==> config.mk <==
export PLATFORM = sky130hd
export DESIGN_NAME = midi_msg_tx
export DESIGN_NICKNAME = d
export VERILOG_FILES = /design/src/rtl/midi_pkg.sv /design/src/rtl/midi_rs_timer.sv /design/src/rtl/midi_msg_tx.sv
export SDC_FILE = /design/constraint.sdc
export NUM_CORES = 1
export LEC_CHECK = 0
export ABC_CLOCK_PERIOD_IN_PS = 2400
export BUFFER_PORTS_ARGS = -buffer_cell sky130_fd_sc_hd__buf_4
export CORE_MARGIN = 10
export CORE_UTILIZATION = 52
export DETAILED_ROUTE_END_ITERATION = 6
export GPL_ROUTABILITY_DRIVEN = 0
export PLACE_DENSITY_LB_ADDON = 0.1
export SYNTH_ARGS = -nofsm -noshare
export SYNTH_HDL_FRONTEND = slang
export SYNTH_HIERARCHICAL = 1
export SYNTH_SLANG_ARGS = --single-unit
export TNS_END_PERCENT = 100
==> constraint.sdc <==
create_clock -name clk -period 2.4 [get_ports clk]
set_input_delay 0.24 -clock clk [delete_from_list [all_inputs] [get_ports clk]]
set_output_delay 0.24 -clock clk [all_outputs]
set_load 0.1 [all_outputs]
==> src/rtl/midi_pkg.sv <==
// Shared MIDI constants: status codes, request type encodings, TX FSM states.
package midi_pkg;

    // Status nibbles (upper half of the status byte) and the one-byte system reset.
    localparam logic [3:0] S_NOTE_OFF = 4'h8;
    localparam logic [3:0] S_NOTE_ON  = 4'h9;
    localparam logic [3:0] S_CC       = 4'hB;
    localparam logic [3:0] S_PROGRAM  = 4'hC;
    localparam logic [7:0] S_RESET    = 8'hFF;

    // Request type encodings on msg_type; 5-7 are illegal.
    localparam logic [2:0] MT_NOTE_OFF = 3'd0;
    localparam logic [2:0] MT_NOTE_ON  = 3'd1;
    localparam logic [2:0] MT_CC       = 3'd2;
    localparam logic [2:0] MT_PROGRAM  = 3'd3;
    localparam logic [2:0] MT_RESET    = 3'd4;

    typedef enum logic [1:0] {
        StIdle     = 2'd0,
        StSendStat = 2'd1,
        StSendD1   = 2'd2,
        StSendD2   = 2'd3
    } tx_state_e;

    function automatic logic type_legal(input logic [2:0] t);
        return (t <= MT_RESET);
    endfunction

    function automatic logic [7:0] status_byte(input logic [2:0] t, input logic [3:0] chan);
        logic [7:0] s;
        case (t)
            MT_NOTE_OFF: s = {S_NOTE_OFF, chan};
            MT_NOTE_ON:  s = {S_NOTE_ON, chan};
            MT_CC:       s = {S_CC, chan};
            MT_PROGRAM:  s = {S_PROGRAM, chan};
            default:     s = S_RESET;
        endcase
        return s;
    endfunction

endpackage

==> src/rtl/midi_rs_timer.sv <==
// Idle counter for running-status expiry. Pulses expired on the cycle the count
// reaches RS_TIMEOUT, then saturates. RS_TIMEOUT = 0 disables expiry.
module midi_rs_timer #(
    parameter logic [23:0] RS_TIMEOUT = 24'd2_000_000
) (
    input  logic clk,
    input  logic rst,
    input  logic clr,
    input  logic en,
    output logic expired
);

    logic [23:0] cnt_q, cnt_d;
    logic        at_last;

    // Counter is one step short of the limit; the next enabled cycle reaches it.
    assign at_last = (RS_TIMEOUT != 24'd0) && (cnt_q == RS_TIMEOUT - 24'd1);
    assign expired = en && !clr && at_last;

    // Next count: clear wins, otherwise count up until saturated at the limit.
    always_comb begin
        cnt_d = cnt_q;
        if (clr) begin
            cnt_d = 24'd0;
        end else if (en && (RS_TIMEOUT != 24'd0) && (cnt_q != RS_TIMEOUT)) begin
            cnt_d = cnt_q + 24'd1;
        end
    end

    // Count register.
    always_ff @(posedge clk) begin
        if (rst) begin
            cnt_q <= 24'd0;
        end else begin
            cnt_q <= cnt_d;
        end
    end

endmodule

==> src/rtl/midi_msg_tx.sv <==
// MIDI message encoder: turns one request into a status/data byte sequence for the
// UART, optionally omitting a repeated status byte (running status).
module midi_msg_tx import midi_pkg::*; #(
    parameter bit          RUNNING_STATUS = 1'b1,
    parameter logic [23:0] RS_TIMEOUT     = 24'd2_000_000
) (
    input  logic       clk,
    input  logic       rst,
    input  logic       msg_valid,
    output logic       msg_ready,
    input  logic [2:0] msg_type,
    input  logic [3:0] msg_chan,
    input  logic [6:0] msg_d1,
    input  logic [6:0] msg_d2,
    output logic [7:0] tx_data,
    output logic       tx_valid,
    input  logic       tx_ready,
    output logic       err,
    output logic [1:0] state_o
);

    tx_state_e  state_q, state_d;
    logic [2:0] type_q, type_d;
    logic [7:0] stat_q, stat_d;
    logic [6:0] d1_q, d1_d;
    logic [6:0] d2_q, d2_d;
    logic [7:0] tx_data_q, tx_data_d;
    logic       err_q, err_d;
    logic [7:0] last_status_q, last_status_d;
    logic       last_valid_q, last_valid_d;

    logic       accept, hs, rs_hit, expired;
    logic [7:0] new_status;

    assign msg_ready  = (state_q == StIdle);
    assign tx_valid   = (state_q != StIdle);
    assign tx_data    = tx_data_q;
    assign err        = err_q;
    assign state_o    = state_q;
    assign accept     = msg_valid && msg_ready;
    assign hs         = tx_valid && tx_ready;
    assign new_status = status_byte(msg_type, msg_chan);
    // Acceptance reads the registered last_status, so a same-cycle expiry is not yet seen.
    assign rs_hit     = RUNNING_STATUS && last_valid_q && (last_status_q == new_status) &&
                        (msg_type != MT_RESET);

    midi_rs_timer #(
        .RS_TIMEOUT(RS_TIMEOUT)
    ) u_rs_timer (
        .clk    (clk),
        .rst    (rst),
        .clr    (!msg_ready || accept),
        .en     (msg_ready && !accept),
        .expired(expired)
    );

    // Next-state, byte load and running-status bookkeeping.
    always_comb begin
        state_d       = state_q;
        type_d        = type_q;
        stat_d        = stat_q;
        d1_d          = d1_q;
        d2_d          = d2_q;
        tx_data_d     = tx_data_q;
        err_d         = 1'b0;
        last_status_d = last_status_q;
        last_valid_d  = last_valid_q;

        if (expired) begin
            last_valid_d = 1'b0;
        end

        case (state_q)
            StIdle: begin
                if (accept) begin
                    if (!type_legal(msg_type)) begin
                        err_d = 1'b1;
                    end else begin
                        type_d = msg_type;
                        stat_d = new_status;
                        d1_d   = msg_d1;
                        d2_d   = msg_d2;
                        if (rs_hit) begin
                            state_d   = StSendD1;
                            tx_data_d = {1'b0, msg_d1};
                        end else begin
                            state_d   = StSendStat;
                            tx_data_d = new_status;
                        end
                    end
                end
            end
            StSendStat: begin
                if (hs) begin
                    if (RUNNING_STATUS) begin
                        if (type_q == MT_RESET) begin
                            last_valid_d = 1'b0;
                        end else begin
                            last_status_d = stat_q;
                            last_valid_d  = 1'b1;
                        end
                    end
                    if (type_q == MT_RESET) begin
                        state_d = StIdle;
                    end else begin
                        state_d   = StSendD1;
                        tx_data_d = {1'b0, d1_q};
                    end
                end
            end
            StSendD1: begin
                if (hs) begin
                    if (type_q == MT_PROGRAM) begin
                        state_d = StIdle;
                    end else begin
                        state_d   = StSendD2;
                        tx_data_d = {1'b0, d2_q};
                    end
                end
            end
            StSendD2: begin
                if (hs) begin
                    state_d = StIdle;
                end
            end
            default: state_d = StIdle;
        endcase
    end

    // State and datapath registers.
    always_ff @(posedge clk) begin
        if (rst) begin
            state_q       <= StIdle;
            type_q        <= 3'd0;
            stat_q        <= 8'h00;
            d1_q          <= 7'd0;
            d2_q          <= 7'd0;
            tx_data_q     <= 8'h00;
            err_q         <= 1'b0;
            last_status_q <= 8'h00;
            last_valid_q  <= 1'b0;
        end else begin
            state_q       <= state_d;
            type_q        <= type_d;
            stat_q        <= stat_d;
            d1_q          <= d1_d;
            d2_q          <= d2_d;
            tx_data_q     <= tx_data_d;
            err_q         <= err_d;
            last_status_q <= last_status_d;
            last_valid_q  <= last_valid_d;
        end
    end

endmodule

==> results.sh <==
export IMPL_cts_resized=0
export IMPL_hold_viol=0
export IMPL_drv_slew=0
export IMPL_criticalPathCategory="register to register"
export IMPL_clkSinkCount=69
export IMPL_dp_hpwl_um=6030
export IMPL_worst_path_buf_inv=1
export IMPL_rsz0062_at_grt="false"
export IMPL_clkPwrFrac=0.257
export IMPL_synth_edf_count=0
export IMPL_syn_nets=452
export IMPL_grt_pass1_vias=3160
export IMPL_cts_tree="yes"
export IMPL_hold_path_class="primary input to register"
export IMPL_die_x_um=103
export IMPL_synth_distinct_cells=58
export IMPL_clkSlewWorstSetupHoldPaths_ns=0.08
export IMPL_io_buffers=37
export IMPL_drive_gt1_frac=0.185
export IMPL_wl_met1_um=3910
export IMPL_yosysMostFrequentCell="dfxtp_1"
export IMPL_sw_frac_of_total=0.420
export IMPL_coreArea_um2=6720
export IMPL_drtPass1Iterations=4
export IMPL_grt_usage=0.175
export IMPL_htreeDepth=3
export IMPL_drv_cap=0
export IMPL_syn_inst=421
export IMPL_post_route_period_util=0.885
export IMPL_period_needed_ns=2.12
export IMPL_seq_power_share=0.342
export IMPL_synthArstFlopShare=0
export IMPL_synth_ff_type="dfxtp_1"
export IMPL_nNetsFinal=481
export IMPL_post_synth_cell_area_avg_um2=8.48
export IMPL_ir_worst_vdd_uv=696
export IMPL_crit_top_cell="a211o_1"
export IMPL_ant_nets=0
export IMPL_numCtsBuffers=9
export IMPL_initial_core_util=0.531
export IMPL_cts_setup_buffers=0
export IMPL_wl_met2_um=4360
export IMPL_fill_cells=600
export IMPL_multi_input_area_um2=2020
export IMPL_dr_wl_met3_um=400
export IMPL_synth_area_top_cells="dfxtp_1 39%, nand2_1 5.6%, a21oi_1 4.5%"
export IMPL_hold_ws_ns=0.131
export IMPL_synth_warnings=6
export IMPL_die_h_um=103
export IMPL_max_slew_margin_rel=0.564
export IMPL_die_area_um2=10600
export IMPL_finalClockSkew_ns=0.0144
export IMPL_dr_max_layer_used="met4"
export IMPL_ff_latch_area_um2=1390
export IMPL_grt_max_degree=57
export IMPL_crit_family="compound AO/OA/AOI/OAI gates"
export IMPL_wirelength_um=8760
export IMPL_grt_pass1_wl_um=14900
export IMPL_grt_overflow=0
export IMPL_slowest_delay_ns=0.51
export IMPL_worst_slew_pin_slew_ns=0.652
export IMPL_postCtsHoldBufs=0
export IMPL_required_ns=2.66
export IMPL_cp_start_kind="register"
export IMPL_wl_per_cell_um=16.4
export IMPL_worstPathArrival_ns=2.39
export IMPL_netlist_area_um2=3570
export IMPL_ys_seq_area_frac=0.387
export IMPL_fin_setup_tns_ns=0
export IMPL_yosys_area_top_type="dfxtp_1"
export IMPL_combPwrFrac=0.401
export IMPL_intPower_mw=2.33
export IMPL_path_cells="inv_2, ha_1, nor3_2, nand3_2, a211o_1, a211o_1, o31ai_1"
export IMPL_io_pins=38
export IMPL_cp_slowest_cell="a211o_1"
export IMPL_clk_latency_ns=0.35
export IMPL_power_density_nw_per_um2=977
export IMPL_status="complete, no violations"
export IMPL_cts_root_buf="clkbuf_8"
export IMPL_setup_viol=0
export IMPL_netlist_top_cells_count="69 x dfxtp_1, 53 x nand2_1, 39 x nor2_1"
export IMPL_crit_path_end_kind="register"
export IMPL_critPathMaxFanout=16
export IMPL_p_sw_mw=1.69
export IMPL_antenna_found_initial=0
export IMPL_rows=30
export IMPL_syn2layout_area_growth_pct=15.2
export IMPL_fmax_mhz=471
export IMPL_p_leak_nw=1.42
export IMPL_synth_top_area_share=0.387
export IMPL_antenna_cells=0
export IMPL_dr_first_iter_drc_count=150
export IMPL_post_route_drc_count=0
export IMPL_via_count=3210
export IMPL_synth_seq_cells=69
export IMPL_viasPerCell=6.01
export IMPL_clock_path_buffers=2
## per-stage QoR
step                instance area [µm²]  utilization  setup WS [ns]  total power [mW]  std cells
finish                             4110        0.612          0.275              4.02        534
global route                       4110        0.612          0.132              4.22        534
CTS                                4110        0.612          0.260              4.05        534
detailed placement                 3900        0.580          0.279              3.02        519
global placement                   3900        0.580          0.355              2.99        519
floorplan                          3610            -        -0.0912              2.67        421
## power by group through the flow
stage	clock [mW]	sequential (mW)	combinational [mW]
after floorplan	0	1.77	0.903
after global placement	0	1.40	1.59
after detailed placement	0	1.40	1.62
after CTS	1.05	1.37	1.62
after global routing	1.10	1.39	1.73
final	1.03	1.38	1.61
## logic make-up after synthesis
group | count (synthesis) | synth area share
adders and majority gates | 6 | 0.0210
and+or+nand+nor | 185 | 0.279
muxes | 12 | 0.0337
xor gates and xnor gates | 10 | 0.0245
DFF | 69 | 0.387
buffers and inverters | 37 | 0.0505
AOI/OAI and AO/OA | 102 | 0.205
## flip-flops by register name (all words and copies together) (netlist names)
signal and flops:
state_o 2, u_rs_timer/cnt_q 24, d1_q 7, tx_data 8
err 1, d2_q 7, last_valid_q 1, last_status_q 8
stat_q 8, type_q 3
## placed cells by master (no fill, tap or decap), types with 3 or more instances in the layout
master,n
mux2i_1,12
clkinvlp_4,3
buf_4,46
clkbuf_8,9
or4_1,7
nand3b_1,8
a211o_1,11
and3_1,3
inv_1,6
or2_2,3
dfxtp_1,67
nor2_1,39
a211oi_1,6
nor2b_1,7
o31ai_1,13
nand4_1,8
nor4b_1,3
nor3_1,9
a21oi_1,32
a22oi_1,8
nor4_1,10
o21ai_0,4
nand3_1,9
nand2_1,53
xor2_1,9
ha_1,5
o21ai_1,6
or3_1,8
and4_1,3
## path summary, 6_finish.rpt
path / startpoint / cells after the start / slack, ns / to
hold / removal: msg_valid / 2 / 0.13 / stat_q[1]$_SDFFE_PP0P_
setup / recovery: state_o[0]$_SDFFE_PP0P_ / 7 / 0.28 / tx_data[6]$_SDFFE_PP0P_
setup reg to reg: state_o[0]$_SDFFE_PP0P_ / 7 / 0.28 / tx_data[6]$_SDFFE_PP0P_
hold reg to reg: d1_q[4]$_SDFFE_PP0P_ / 2 / 0.46 / d1_q[4]$_SDFFE_PP0P_
## final cells by class
class	count	area share
multi-input cells	315	0.492
flip-flops and latches	69	0.338
repair buffers	46	0.0840
clock buffers	9	0.0301
well taps	80	0.0243
clock inverters	6	0.0216
inverters	9	0.00974
## layer usage
layer | GRT usage | vias up
met1 | 0.205 | 1533
met3 | 0.0536 | 10
met5 | 0 | -
met4 | 0.0535 | 0
li1 | - | 1603
met2 | 0.299 | 64
(Power assumes the default switching activity.)
